===== src/rtl/gpio_ctrl_pkg.sv =====
// ============================================================================
// Module      : gpio_ctrl_pkg
// Description : Register offsets and helpers shared by the GPIO slot.
// Revision    : 1.0 - initial release
// ============================================================================
`default_nettype none

package gpio_ctrl_pkg;

    localparam logic [7:0] GPIO_DIR     = 8'h00;
    localparam logic [7:0] GPIO_OUT     = 8'h04;
    localparam logic [7:0] GPIO_IN      = 8'h08;
    localparam logic [7:0] GPIO_OUT_SET = 8'h0C;
    localparam logic [7:0] GPIO_OUT_CLR = 8'h10;
    localparam logic [7:0] GPIO_RISE_EN = 8'h14;
    localparam logic [7:0] GPIO_FALL_EN = 8'h18;
    localparam logic [7:0] GPIO_PEND    = 8'h1C;
    localparam logic [7:0] GPIO_DBC     = 8'h20;

    function automatic logic [31:0] lane_mask(input logic [3:0] sel);
        logic [31:0] m;
        for (int k = 0; k < 4; k++) begin
            m[8*k +: 8] = {8{sel[k]}};
        end
        return m;
    endfunction

    // Offsets are word-aligned; the two byte-select bits never take part.
    function automatic logic word_hit(input logic [7:0] addr, input logic [7:0] off);
        return addr[7:2] == off[7:2];
    endfunction

endpackage

`default_nettype wire


===== src/rtl/gpio_in_filter.sv =====
// ============================================================================
// Module      : gpio_in_filter
// Description : Pad synchronizer, optional debounce (GPIO_DEBOUNCE_EN) and
//               edge detector for the whole GPIO vector.
// Revision    : 1.0 - initial release
// ============================================================================
`default_nettype none

module gpio_in_filter
    import gpio_ctrl_pkg::*;
#(
    parameter int WIDTH = 16
) (
    input  logic             clk,
    input  logic             rst_n,
    input  logic [WIDTH-1:0] gpio_i,
`ifdef GPIO_DEBOUNCE_EN
    input  logic [15:0]      dbc_i,
    input  logic             dbc_restart_i,
`endif
    output logic [WIDTH-1:0] level_o,
    output logic [WIDTH-1:0] rise_o,
    output logic [WIDTH-1:0] fall_o
);

    logic [WIDTH-1:0] sync1_q;
    logic [WIDTH-1:0] sync2_q;
    logic [WIDTH-1:0] prev_q;
    logic             armed_q;
    logic [WIDTH-1:0] w_level;

    always_ff @(posedge clk or negedge rst_n) begin
        if (!rst_n) begin
            sync1_q <= '0;
            sync2_q <= '0;
            prev_q  <= '0;
            armed_q <= 1'b0;
        end else begin
            sync1_q <= gpio_i;
            sync2_q <= sync1_q;
            prev_q  <= w_level;
            armed_q <= 1'b1;
        end
    end

`ifdef GPIO_DEBOUNCE_EN
    logic [15:0]      cnt_q;
    logic [WIDTH-1:0] hist0_q;
    logic [WIDTH-1:0] hist1_q;
    logic [WIDTH-1:0] filt_q;
    logic             w_tick;

    assign w_tick = (cnt_q == dbc_i);

    // A bit changes only when the current sample and the two before it agree.
    always_ff @(posedge clk or negedge rst_n) begin
        if (!rst_n) begin
            cnt_q   <= '0;
            hist0_q <= '0;
            hist1_q <= '0;
            filt_q  <= '0;
        end else begin
            if (dbc_restart_i || w_tick) begin
                cnt_q <= '0;
            end else begin
                cnt_q <= cnt_q + 16'd1;
            end
            if (w_tick && !dbc_restart_i) begin
                hist0_q <= sync2_q;
                hist1_q <= hist0_q;
                filt_q  <= (sync2_q & hist0_q & hist1_q)
                         | (filt_q & (sync2_q | hist0_q | hist1_q));
            end
        end
    end

    assign w_level = filt_q;
`else
    assign w_level = sync2_q;
`endif

    assign level_o = w_level;
    assign rise_o  = w_level & ~prev_q & {WIDTH{armed_q}};
    assign fall_o  = ~w_level & prev_q;

endmodule

`default_nettype wire


===== src/rtl/gpio_ctrl.sv =====
// ============================================================================
// Module      : gpio_ctrl
// Description : GPIO peripheral for I/O hub slot 4: direction, output
//               set/clear, synchronized inputs, edge interrupts. Optional
//               input debounce enabled by GPIO_DEBOUNCE_EN.
// Revision    : 1.0 - initial release
// ============================================================================
`default_nettype none

module gpio_ctrl
    import gpio_ctrl_pkg::*;
#(
    parameter int GPIO_NUM = 16
) (
    input  logic                clk,
    input  logic                rst_n,
    input  logic [7:0]          waddr_i,
    input  logic [31:0]         data_i,
    input  logic [3:0]          sel_i,
    input  logic                we_i,
    input  logic [7:0]          raddr_i,
    input  logic                rd_i,
    output logic [31:0]         data_o,
    input  logic [GPIO_NUM-1:0] gpio_i,
    output logic [GPIO_NUM-1:0] gpio_o,
    output logic [GPIO_NUM-1:0] gpio_oe,
    output logic                irq_o
);

    logic [GPIO_NUM-1:0] dir_q, dir_d;
    logic [GPIO_NUM-1:0] out_q, out_d;
    logic [GPIO_NUM-1:0] rise_en_q, rise_en_d;
    logic [GPIO_NUM-1:0] fall_en_q, fall_en_d;
    logic [GPIO_NUM-1:0] pend_q, pend_d;
    logic                irq_q;
    logic [31:0]         data_q;

    logic [31:0]         w_lane_m;
    logic [31:0]         w_wd32;
    logic [GPIO_NUM-1:0] w_m;
    logic [GPIO_NUM-1:0] w_wd;
    logic [GPIO_NUM-1:0] w_level;
    logic [GPIO_NUM-1:0] w_rise;
    logic [GPIO_NUM-1:0] w_fall;
    logic [GPIO_NUM-1:0] w_pset;
    logic [31:0]         w_rdata;
    logic                w_unused;

    assign w_lane_m = lane_mask(sel_i);
    assign w_wd32   = data_i & w_lane_m;
    assign w_m      = w_lane_m[GPIO_NUM-1:0];
    assign w_wd     = w_wd32[GPIO_NUM-1:0];
    assign w_unused = ^{waddr_i[1:0], raddr_i[1:0], data_i, w_lane_m};

`ifdef GPIO_DEBOUNCE_EN
    logic [15:0] dbc_q, dbc_d;
    logic        w_we_dbc;

    assign w_we_dbc = we_i && word_hit(waddr_i, GPIO_DBC);
    assign dbc_d    = w_we_dbc ? ((dbc_q & ~w_lane_m[15:0]) | w_wd32[15:0]) : dbc_q;

    always_ff @(posedge clk or negedge rst_n) begin
        if (!rst_n) begin
            dbc_q <= '0;
        end else begin
            dbc_q <= dbc_d;
        end
    end
`endif

    gpio_in_filter #(
        .WIDTH         (GPIO_NUM)
    ) u_in_filter (
        .clk           (clk),
        .rst_n         (rst_n),
        .gpio_i        (gpio_i),
`ifdef GPIO_DEBOUNCE_EN
        .dbc_i         (dbc_q),
        .dbc_restart_i (w_we_dbc),
`endif
        .level_o       (w_level),
        .rise_o        (w_rise),
        .fall_o        (w_fall)
    );

    assign w_pset = (w_rise & rise_en_q) | (w_fall & fall_en_q);

    always_comb begin
        dir_d     = dir_q;
        out_d     = out_q;
        rise_en_d = rise_en_q;
        fall_en_d = fall_en_q;
        pend_d    = pend_q;
        if (we_i) begin
            if (word_hit(waddr_i, GPIO_DIR))     dir_d     = (dir_q & ~w_m) | w_wd;
            if (word_hit(waddr_i, GPIO_OUT))     out_d     = (out_q & ~w_m) | w_wd;
            if (word_hit(waddr_i, GPIO_OUT_SET)) out_d     = out_q | w_wd;
            if (word_hit(waddr_i, GPIO_OUT_CLR)) out_d     = out_q & ~w_wd;
            if (word_hit(waddr_i, GPIO_RISE_EN)) rise_en_d = (rise_en_q & ~w_m) | w_wd;
            if (word_hit(waddr_i, GPIO_FALL_EN)) fall_en_d = (fall_en_q & ~w_m) | w_wd;
            if (word_hit(waddr_i, GPIO_PEND))    pend_d    = pend_q & ~w_wd;
        end
        // A new edge wins over a simultaneous clear of the same bit.
        pend_d = pend_d | w_pset;
    end

    always_comb begin
        w_rdata = '0;
        if (word_hit(raddr_i, GPIO_DIR))     w_rdata[GPIO_NUM-1:0] = dir_q;
        if (word_hit(raddr_i, GPIO_OUT))     w_rdata[GPIO_NUM-1:0] = out_q;
        if (word_hit(raddr_i, GPIO_IN))      w_rdata[GPIO_NUM-1:0] = w_level;
        if (word_hit(raddr_i, GPIO_RISE_EN)) w_rdata[GPIO_NUM-1:0] = rise_en_q;
        if (word_hit(raddr_i, GPIO_FALL_EN)) w_rdata[GPIO_NUM-1:0] = fall_en_q;
        if (word_hit(raddr_i, GPIO_PEND))    w_rdata[GPIO_NUM-1:0] = pend_q;
`ifdef GPIO_DEBOUNCE_EN
        if (word_hit(raddr_i, GPIO_DBC))     w_rdata[15:0]         = dbc_q;
`endif
    end

    always_ff @(posedge clk or negedge rst_n) begin
        if (!rst_n) begin
            dir_q     <= '0;
            out_q     <= '0;
            rise_en_q <= '0;
            fall_en_q <= '0;
            pend_q    <= '0;
            irq_q     <= 1'b0;
            data_q    <= '0;
        end else begin
            dir_q     <= dir_d;
            out_q     <= out_d;
            rise_en_q <= rise_en_d;
            fall_en_q <= fall_en_d;
            pend_q    <= pend_d;
            irq_q     <= |pend_q;
            if (rd_i) begin
                data_q <= w_rdata;
            end
        end
    end

    assign gpio_oe = dir_q;
    assign gpio_o  = out_q;
    assign irq_o   = irq_q;
    assign data_o  = data_q;

endmodule

`default_nettype wire


===== config.mk =====
export PLATFORM = sky130hd
export DESIGN_NAME = gpio_ctrl
export DESIGN_NICKNAME = d
export VERILOG_FILES = /design/src/rtl/gpio_ctrl_pkg.sv /design/src/rtl/gpio_in_filter.sv /design/src/rtl/gpio_ctrl.sv
export SDC_FILE = /design/constraint.sdc
export NUM_CORES = 1
export LEC_CHECK = 0
export CORE_ASPECT_RATIO = 1.5
export CORE_MARGIN = 4
export CORE_UTILIZATION = 55
export DETAILED_ROUTE_END_ITERATION = 12
export PLACE_DENSITY = 0.85
export SYNTH_ARGS = -nofsm -noshare
export SYNTH_HDL_FRONTEND = slang
export SYNTH_SLANG_ARGS = --single-unit

===== constraint.sdc =====
create_clock -name clk -period 2.31 [get_ports clk]
set_input_delay 0.5775 -clock clk [delete_from_list [all_inputs] [get_ports clk]]
set_output_delay 0.5775 -clock clk [all_outputs]
set_load 0.02 [all_outputs]

# Word level (Yosys, flattened, before mapping)
# Cells that the tools add are included.
# W data, S select, Z words.
[classes]
mux = 11
magnitude_cmp = 0
shift = 0
n_addsub = 0
n_eq_ne = 11
n_div = 0
n_mul = 0
bitwise = 23
n_reduce_logical = 8
[op_table]
columns = ["op", "count"]
rows = [
  ["$and A16 B16 Y16", 12],
  ["$mux W16", 11],
  ["$or A16 B16 Y16", 7],
  ["$not A16 Y16", 4],
  ["$eq A6 B3 Y1 const B", 7],
  ["$reduce_or A16 Y1", 1],
  ["$eq A6 B1 Y1 const B", 2],
  ["$eq A6 B2 Y1 const B", 2],
  ["$logic_not A6 Y1", 2],
  ["$reduce_and A2 Y1", 4],
  ["$reduce_bool A3 Y1", 1],
]
[word_totals]
wordCells = 64
mem_bits_rw = 0
rom_bits = 0
in_bits = 72
output_inout_bits = 65
n_memories = 0
latch_bits = 0
reg_bits = 146

# Longest topological paths before layout
# Gate-level depths: netlist of the first run.
[depth]
ltp_word = 7
ltp_mapped = 7

# By module
# From an unflattened synthesis of the first run, not the netlist that was laid out.
[unflattened]
cells_unflattened = 515
area_unflattened_um2 = 6316.1
[modules_own_cells]
columns = ["module", "area_each_um2", "cells_each", "instances"]
rows = [
  ["gpio_ctrl", 4827.1, 432, 1],
  ["gpio_in_filter", 1488.9, 83, 1],
]

# Worst setup path after synthesis of the first run
# Ideal clock, no wire load.
[synth_path]
path_kind = "in2reg"
startpoint = "input waddr_i[7]"
endpoint = "register with a tool-made name"
slack_ns = 0.205
stages = 5
required_time_ns = 2.185
arrival_ns = 1.980
setup_time_ns = 0.125
cell_sequence = "or3_1 > buf_2 > nor2_2 > nand3_1 > mux2_2"
[synth_lines]
columns = ["element", "line", "source"]
rows = [
  ["from (decl)", "gpio_ctrl.sv:17", "input logic [7:0] waddr_i,"],
]

# Worst setup path after layout of the first run
[layout_path]
startpoint = "input raddr_i[4]"
endpoint = "register data_q[12], in the netlist data_o[12]"
[layout_between]
elab_chain_cells = 7
word_cells_on_any_way = 12
cone_classes = "eq/ne (5); mux (6); reduce/logical (1)"
[layout_rtl]
columns = ["element", "line", "source"]
rows = [
  ["from (decl)", "gpio_ctrl.sv:21", "input logic [7:0] raddr_i,"],
  ["$logic_not A6 Y1", "gpio_ctrl_pkg.sv:30", "return addr[7:2] == off[7:2];"],
  ["$mux W16", "gpio_ctrl.sv:109", "if (word_hit(raddr_i, GPIO_DIR)) w_rdata[GPIO_NUM-1:0] = dir_q;"],
  ["$mux W16", "gpio_ctrl.sv:110", "if (word_hit(raddr_i, GPIO_OUT)) w_rdata[GPIO_NUM-1:0] = out_q;"],
  ["$mux W16", "gpio_ctrl.sv:111", "if (word_hit(raddr_i, GPIO_IN)) w_rdata[GPIO_NUM-1:0] = w_level;"],
  ["$mux W16", "gpio_ctrl.sv:112", "if (word_hit(raddr_i, GPIO_RISE_EN)) w_rdata[GPIO_NUM-1:0] = rise_en_q;"],
  ["$mux W16", "gpio_ctrl.sv:113", "if (word_hit(raddr_i, GPIO_FALL_EN)) w_rdata[GPIO_NUM-1:0] = fall_en_q;"],
  ["$mux W16 (*)", "gpio_ctrl.sv:114", "if (word_hit(raddr_i, GPIO_PEND)) w_rdata[GPIO_NUM-1:0] = pend_q;"],
  ["to (signal assigned)", "gpio_ctrl.sv:137", "data_q <= w_rdata;"],
  ["to (decl)", "gpio_ctrl.sv:36", "logic [31:0] data_q;"],
]
# Mark *: on every way between the ends. The rest lies on a longest branch, timed or not.
# A chain may end at the register's enable or synchronous reset.

==> run_results.csv, run 1 <==
group,metric,value,unit
outcome,status,"finished, final reports clean",
clock_tree,clkSinkCount,146,
die,pin_count,137,
pwr,power_density,776,nW/um^2
grt,antenna_found_initial,0,
routing,drtAntennaViolNets,0,
die,initial_utilization,56.9,%
logic_synthesis,yosys_warnings,0,
logic_synthesis,synth_edf_count,0,
setup_path,slowest_stage,"clkdlybuf4s50_1",
run,max_cap_violations,0,
grt,grt-ovfl-total,0,
setup_path,crit_required,2.65,ns
sta,fin_crit,2.17,ns
min_path,worstHoldPathType,"input port to asynchronous set/reset pin",
placed_design,gp_congestion,0.887,
die,dieHeight,143,microns
sta,fin_crit_sh,94.1,%
setup_path,worstPathMaxFanout,8,
routing,route.met3.wl,1500,microns
clock_tree,clk_latency,0.42,ns
clock_tree,htree_levels,4,
routing,vias_per_cell,6.34,
setup_path,cp_num_buf_inv,2,
sta,slew_viol_final,0,
sta,tightest_slew,0.891,ns
clock_tree,cts_buffer_depth,2,
die,fp.dieArea,13900,sq um
clock_tree,cts.reportedPaths.clkPinSlew,0.06,ns
grt,grt_pass1_wl,31000,microns
pwr,leakagePower,0.00363,uW
die,die_x,97.7,microns
setup_path,slowest_delay,0.52,ns
sta,setup_viol_count_final,0,
logic_synthesis,synth_area,6630,sq um
clock_tree,cts_tree,"done",
setup_path,cp_top_family,"buffers and inverters",
grt,grt_max_degree,55,
logic_synthesis,ys_seq_area_share,55.1,%
setup_path,r2r-start,"u_in_filter.armed_q$_DFF_PN0_",
placed_design,io_buffers,98,
logic_synthesis,syn_area_per_cell,11.8,sq um
clock_tree,cts-root-buf,"clkbuf_16",
finish,diodes,0,
sta,hold_violations,0,
routing,wl,19300,microns
logic_synthesis,synth-main-ff-cell,"dfrtp_1",
setup_path,startpoint_type,"input port",
finish,fin_nets,779,
sta,holdWs,0.109,ns
routing,first_pass_iters,5,
clock_tree,cts_hold_buf,0,
logic_synthesis,async_flop_share,100,%
finish,drive_gt1_share,21.9,%
routing,wl_per_cell,22.2,microns
routing,wl_met2,10100,microns
logic_synthesis,ys_seq_elements,146,
setup_path,critPathKind,"input port to flop",
clock_tree,numCtsBuffers,17,
logic_synthesis,synthDistinctLibCells,47,
sta,grt_setup_unrepaired,"false",
die,rows,48,
routing,highest_layer,"met4",
grt,grt_pass1_vias,5862,
placed_design,placed_cell_area,8090,sq um
finish,syn_to_final_growth,32.3,%
pwr,peakVddDrop,0.539,mV
setup_path,crit_chain,"clkdlybuf4s50_1 -> or3b_1 -> a2111oi_4 -> buf_4 -> o2111ai_1 -> a31oi_1",
sta,fin_skew,0.00555,ns
routing,dr.first_iter.drc_count,455,
sta,max_freq,460,MHz
clock_tree,cts_resized,0,
routing,num_vias,5515,
die,core_area,11700,sq um
setup_path,reg2reg_to,"pend_q[0]$_DFF_PN0_",
logic_synthesis,netlist_instances,563,
clock_tree,post_cts_buffers,0,
placed_design,hpwl,13400,microns
finish,final_area,8780,sq um
setup_path,endpoint_kind,"flop",
setup_path,critPathArrivalTime,2.51,ns
setup_path,ff2ff_setup_slack,0.81,ns
sta,timing.slew.headroom,40.6,%
routing,m1WireLength,6870,microns
setup_path,reg2reg_depth,2,
routing,drc,0,
grt,grt_use_total,28.7,%
-- per-layer routing --
layer | vias up | track usage, %
li1 | 2369 | -
met1 | 2713 | 33.9
met2 | 357 | 49.7
met3 | 76 | 5.05
met4 | 0 | 15.8
met5 | - | 0
-- synthesized netlist by cell type (2+ instances only) --
library cell / instances / area [sq um]
nand3_1: 4 / 20.0
buf_2: 3 / 15.0
dfrtp_1: 146 / 3650
nand3b_1: 10 / 75.1
nor2b_1: 2 / 12.5
nand2b_1: 10 / 62.6
buf_6: 2 / 22.5
nor3_1: 10 / 50.1
a2bb2oi_1: 10 / 87.6
nand4_1: 4 / 25.0
and2_1: 6 / 37.5
mux2_2: 50 / 563
o21ai_1: 15 / 75.1
a21boi_0: 10 / 75.1
or3_1: 11 / 68.8
mux2i_1: 26 / 260
a31oi_1: 17 / 106
nor2_1: 8 / 30.0
a32oi_1: 6 / 52.6
or4_1: 3 / 22.5
o211ai_1: 15 / 113
nor4_1: 7 / 43.8
nor3_2: 2 / 20.0
conb_1: 2 / 7.51
a21oi_1: 7 / 35.0
o22ai_1: 16 / 100
buf_4: 16 / 120
clkbuf_1: 24 / 90.1
nand2_1: 40 / 150
o21ai_0: 14 / 70.1
inv_1: 17 / 63.8
o2111ai_1: 8 / 70.1
o2bb2ai_1: 8 / 70.1
a221oi_2: 6 / 90.1
nand4b_1: 16 / 140
-- worst max path at each step --
stage | cells past startpoint | end | start
after floorplan | 5 | flop | waddr_i[7]
after global placement | 6 | data_o[8]$_DFFE_PN0P_ | raddr_i[4]
after detailed placement | 6 | data_o[12]$_DFFE_PN0P_ | raddr_i[4]
after CTS | 6 | data_o[12]$_DFFE_PN0P_ | raddr_i[4]
after global routing | 6 | data_o[12]$_DFFE_PN0P_ | raddr_i[4]
final | 6 | data_o[12]$_DFFE_PN0P_ | raddr_i[4]
-- layout by cell type, fill, tap and decap left out, types with 16 or more instances in the layout --
cell / netlist / layout
buf_4: 16 / 54
clkbuf_16: 0 / 17
inv_1: 17 / 17
a31oi_1: 17 / 17
nand2_1: 40 / 40
clkdlybuf4s50_1: 0 / 97
mux2_2: 50 / 50
conb_1: 2 / 17
mux2i_1: 26 / 26
nand4b_1: 16 / 16
dfrtp_1: 146 / 146
o22ai_1: 16 / 16
-- metrics by stage --
| stage | cells | setup TNS, ns | total power, uW | util (%) | setup WS, ns |
|---|---|---|---|---|---|
| global route | 870 | 0 | 7030 | 75.4 | 0.0182 |
| finish | 870 | 0 | 6820 | 75.4 | 0.136 |
| global placement | 838 | -11.57 | 3680 | 69.5 | -0.226 |
| detailed placement | 838 | -13.86 | 3720 | 69.5 | -0.277 |
| CTS | 870 | 0 | 6820 | 75.3 | 0.170 |
| floorplan | 578 | 0 | 3290 | - | 0.205 |
-- report_power, final --
group,internal (uW),switching (uW),total [uW]
clock,2040,1080,3120
combinational,392,422,814
sequential,2730,157,2890
-- area by class of cell --
cell class                      instances  area (sq um)
Clock buffer                           21           480
Clock inverter                         11           196
Fill cell                             731          2870
Inverter                               18          67.6
Multi-Input combinational cell        368          2730
Sequential cell                       146          3650
Tap cell                              150           188
Timing Repair Buffer                  156          1470
-- cell families after synthesis --
logic type	count (synthesis)	share of synthesized area, %
other	2	0.113
AO/OA/AOI/OAI	133	14.7
AND/OR/NAND/NOR	142	12.9
buffers and inverters	64	4.81
multiplexers	76	12.4
flip-flops	146	55.1
-- worst register-to-register path: stages (launching register included) --
cell	delay, ns
dfrtp_1	0.92
nand4b_1	0.27
o211ai_1	0.20
No activity file was read; power rests on OpenSTA's default activity.
==> run 2: changes to the inputs <==
--- a/config.mk
+++ b/config.mk
@@ -10,6 +10,8 @@
 export CORE_UTILIZATION = 55
 export DETAILED_ROUTE_END_ITERATION = 12
 export PLACE_DENSITY = 0.85
+export RECOVER_POWER = 100
+export SLEW_MARGIN = 20
 export SYNTH_ARGS = -nofsm -noshare
 export SYNTH_HDL_FRONTEND = slang
 export SYNTH_SLANG_ARGS = --single-unit
==> run_results.csv, run 2 (synthesis results as in run 1) <==
group,metric,value,unit
outcome,status,"finished, final reports clean",
sta,max_freq,442,MHz
grt,grt_max_degree,55,
grt,grt_use_met3,5.05,%
sta,tightest_slew,1.34,ns
sta,setup_slack,0.0480,ns
finish,final_common_cell,"dfrtp_1",
die,die_x,97.7,microns
placed_design,io_buffers,98,
clock_tree,htree_levels,4,
sta,fin_crit,2.26,ns
finish,nFillCells,752,
finish,layout.cells.non_filler,870,
finish,syn_to_final_growth,31.1,%
routing,drc,0,
grt,grtUsageMet1,33.9,%
setup_path,r2r-start,"u_in_filter.armed_q$_DFF_PN0_",
setup_path,cp_num_buf_inv,1,
placed_design,hpwl,13400,microns
routing,first_pass_iters,5,
grt,grt_use_total,28.7,%
die,pin_count,137,
sta,fin_crit_sh,97.9,%
clock_tree,cts_tree,"done",
setup_path,endpoint_kind,"flop",
grt,antenna_found_initial,0,
placed_design,gp_congestion,0.887,
placed_design,place_inst,838,
sta,grt_setup_unrepaired,"false",
pwr,power_density,779,nW/um^2
setup_path,worstPathMaxFanout,6,
setup_path,critPathArrivalTime,2.58,ns
clock_tree,cts_buffer_depth,2,
setup_path,crit_required,2.63,ns
setup_path,reg2reg_depth,2,
sta,hold_violations,0,
grt,gr-usage-met2,49.7,%
routing,vias_per_cell,6.37,
clock_tree,numCtsBuffers,17,
min_path,hp-start,"u_in_filter.sync1_q[5]$_DFF_PN0_",
sta,timing.slew.headroom,10.5,%
pwr,peakVddDrop,0.541,mV
clock_tree,cts.reportedPaths.clkPinSlew,0.06,ns
setup_path,slowest_stage,"or4b_1",
grt,grt-ovfl-total,0,
pwr,leakagePower,0.00368,uW
grt,grt_pass1_vias,5862,
die,dieHeight,143,microns
finish,final_cell_mix,"146 x dfrtp_1, 65 x dlygate4sd3_1, 50 x mux2_2",
finish,diodes,0,
sta,fin_skew,0.00709,ns
run,max_cap_violations,0,
setup_path,slowest_delay,0.60,ns
setup_path,critPathKind,"input port to flop",
setup_path,reg2reg_to,"pend_q[0]$_DFF_PN0_",
routing,num_vias,5546,
setup_path,cp_top_family,"simple AND/OR/NAND/NOR gates",
sta,slew_viol_final,0,
routing,wl_per_cell,22.2,microns
setup_path,ff2ff_setup_slack,0.79,ns
min_path,timing.hold.worst_path_depth,0,
grt,top_usage_layer,"met2",
finish,fin_nets,779,
clock_tree,cts-root-buf,"clkbuf_16",
finish,drive_gt1_share,20.7,%
routing,wl,19300,microns
sta,setup_viol_count_final,0,
clock_tree,clkSinkCount,146,
min_path,worstHoldPathType,"flop to flop",
min_path,whs_endpoint,"u_in_filter.level_o[5]$_DFF_PN0_",
die,core_area,11700,sq um
placed_design,dp_slack,-0.277,ns
die,initial_utilization,56.9,%
die,rows,48,
setup_path,crit_chain,"clkdlybuf4s50_1 -> or4b_1 -> or2_0 -> and3_2 -> a221oi_2",
clock_tree,clk_latency,0.42,ns
grt,grt_pass1_wl,31000,microns
routing,dr.first_iter.drc_count,437,
routing,drtAntennaViolNets,0,
die,fp.dieArea,13900,sq um
setup_path,startpoint_type,"input port",
run 2: cell count changes in the layout (fill, tap and decap cells not counted), sizes merged:
cell	delta
clkdlybuf4s50	-65
buf	-15
dlygate4sd3	+65
clkbuf	+15
run 2: cell type report:
cell class / instances / area [sq um] / share of cell area, %
Multi-Input combinational cell: 368 / 2700 / 31.0
Inverter: 18 / 67.6 / 0.777
Timing Repair Buffer: 156 / 1410 / 16.2
Sequential cell: 146 / 3650 / 42.0
Tap cell: 150 / 188 / 2.16
Clock buffer: 21 / 480 / 5.53
Clock inverter: 11 / 196 / 2.26
run 2: per-layer routing:
layer  routed length, microns  vias to the layer above
met3                     1570                       84
li1                         -                     2368
met4                      904                        0
met2                    10100                      348
met1                     6720                     2746
met5                        0                        -
run 2: how the worst max path moves through the flow:
stage,start,end,slack (ns),cells past startpoint
detailed placement,raddr_i[4],data_o[12]$_DFFE_PN0P_,-0.28,6
floorplan,waddr_i[7],flop,0.21,5
finish,raddr_i[7],data_o[2]$_DFFE_PN0P_,0.05,5
global placement,raddr_i[4],data_o[8]$_DFFE_PN0P_,-0.23,6
global route,raddr_i[7],data_o[4]$_DFFE_PN0P_,0.01,5
CTS,raddr_i[4],data_o[12]$_DFFE_PN0P_,0.17,6
run 2: stage by stage:
step	TNS, ns	instance area [sq um]	power [uW]	utilization [%]	hold WS [ns]
6_report	0	8700	6770	74.6	0.349
5_1_grt	0	8700	6980	74.6	0.351
4_1_cts	0	8770	6820	75.3	0.122
3_5_place_dp	-13.86	8090	3720	69.5	0.337
3_3_place_gp	-11.57	8090	3680	69.5	0.331
2_1_floorplan	0	6690	3290	-	0.282
run 2: power breakdown:
part | internal, uW | total, uW | switching [uW]
clock | 2040 | 3120 | 1080
combinational | 354 | 771 | 417
sequential | 2730 | 2880 | 154
run 2: repair_timing:
| action | CTS | global route |
|---|---|---|
| gates resized for setup | 0 | 1 |
| hold buffers | 0 | 0 |
| setup buffers | 0 | 0 |
| hold endpoints to repair | 0 | 0 |
| setup endpoints to repair | 0 | 1 |
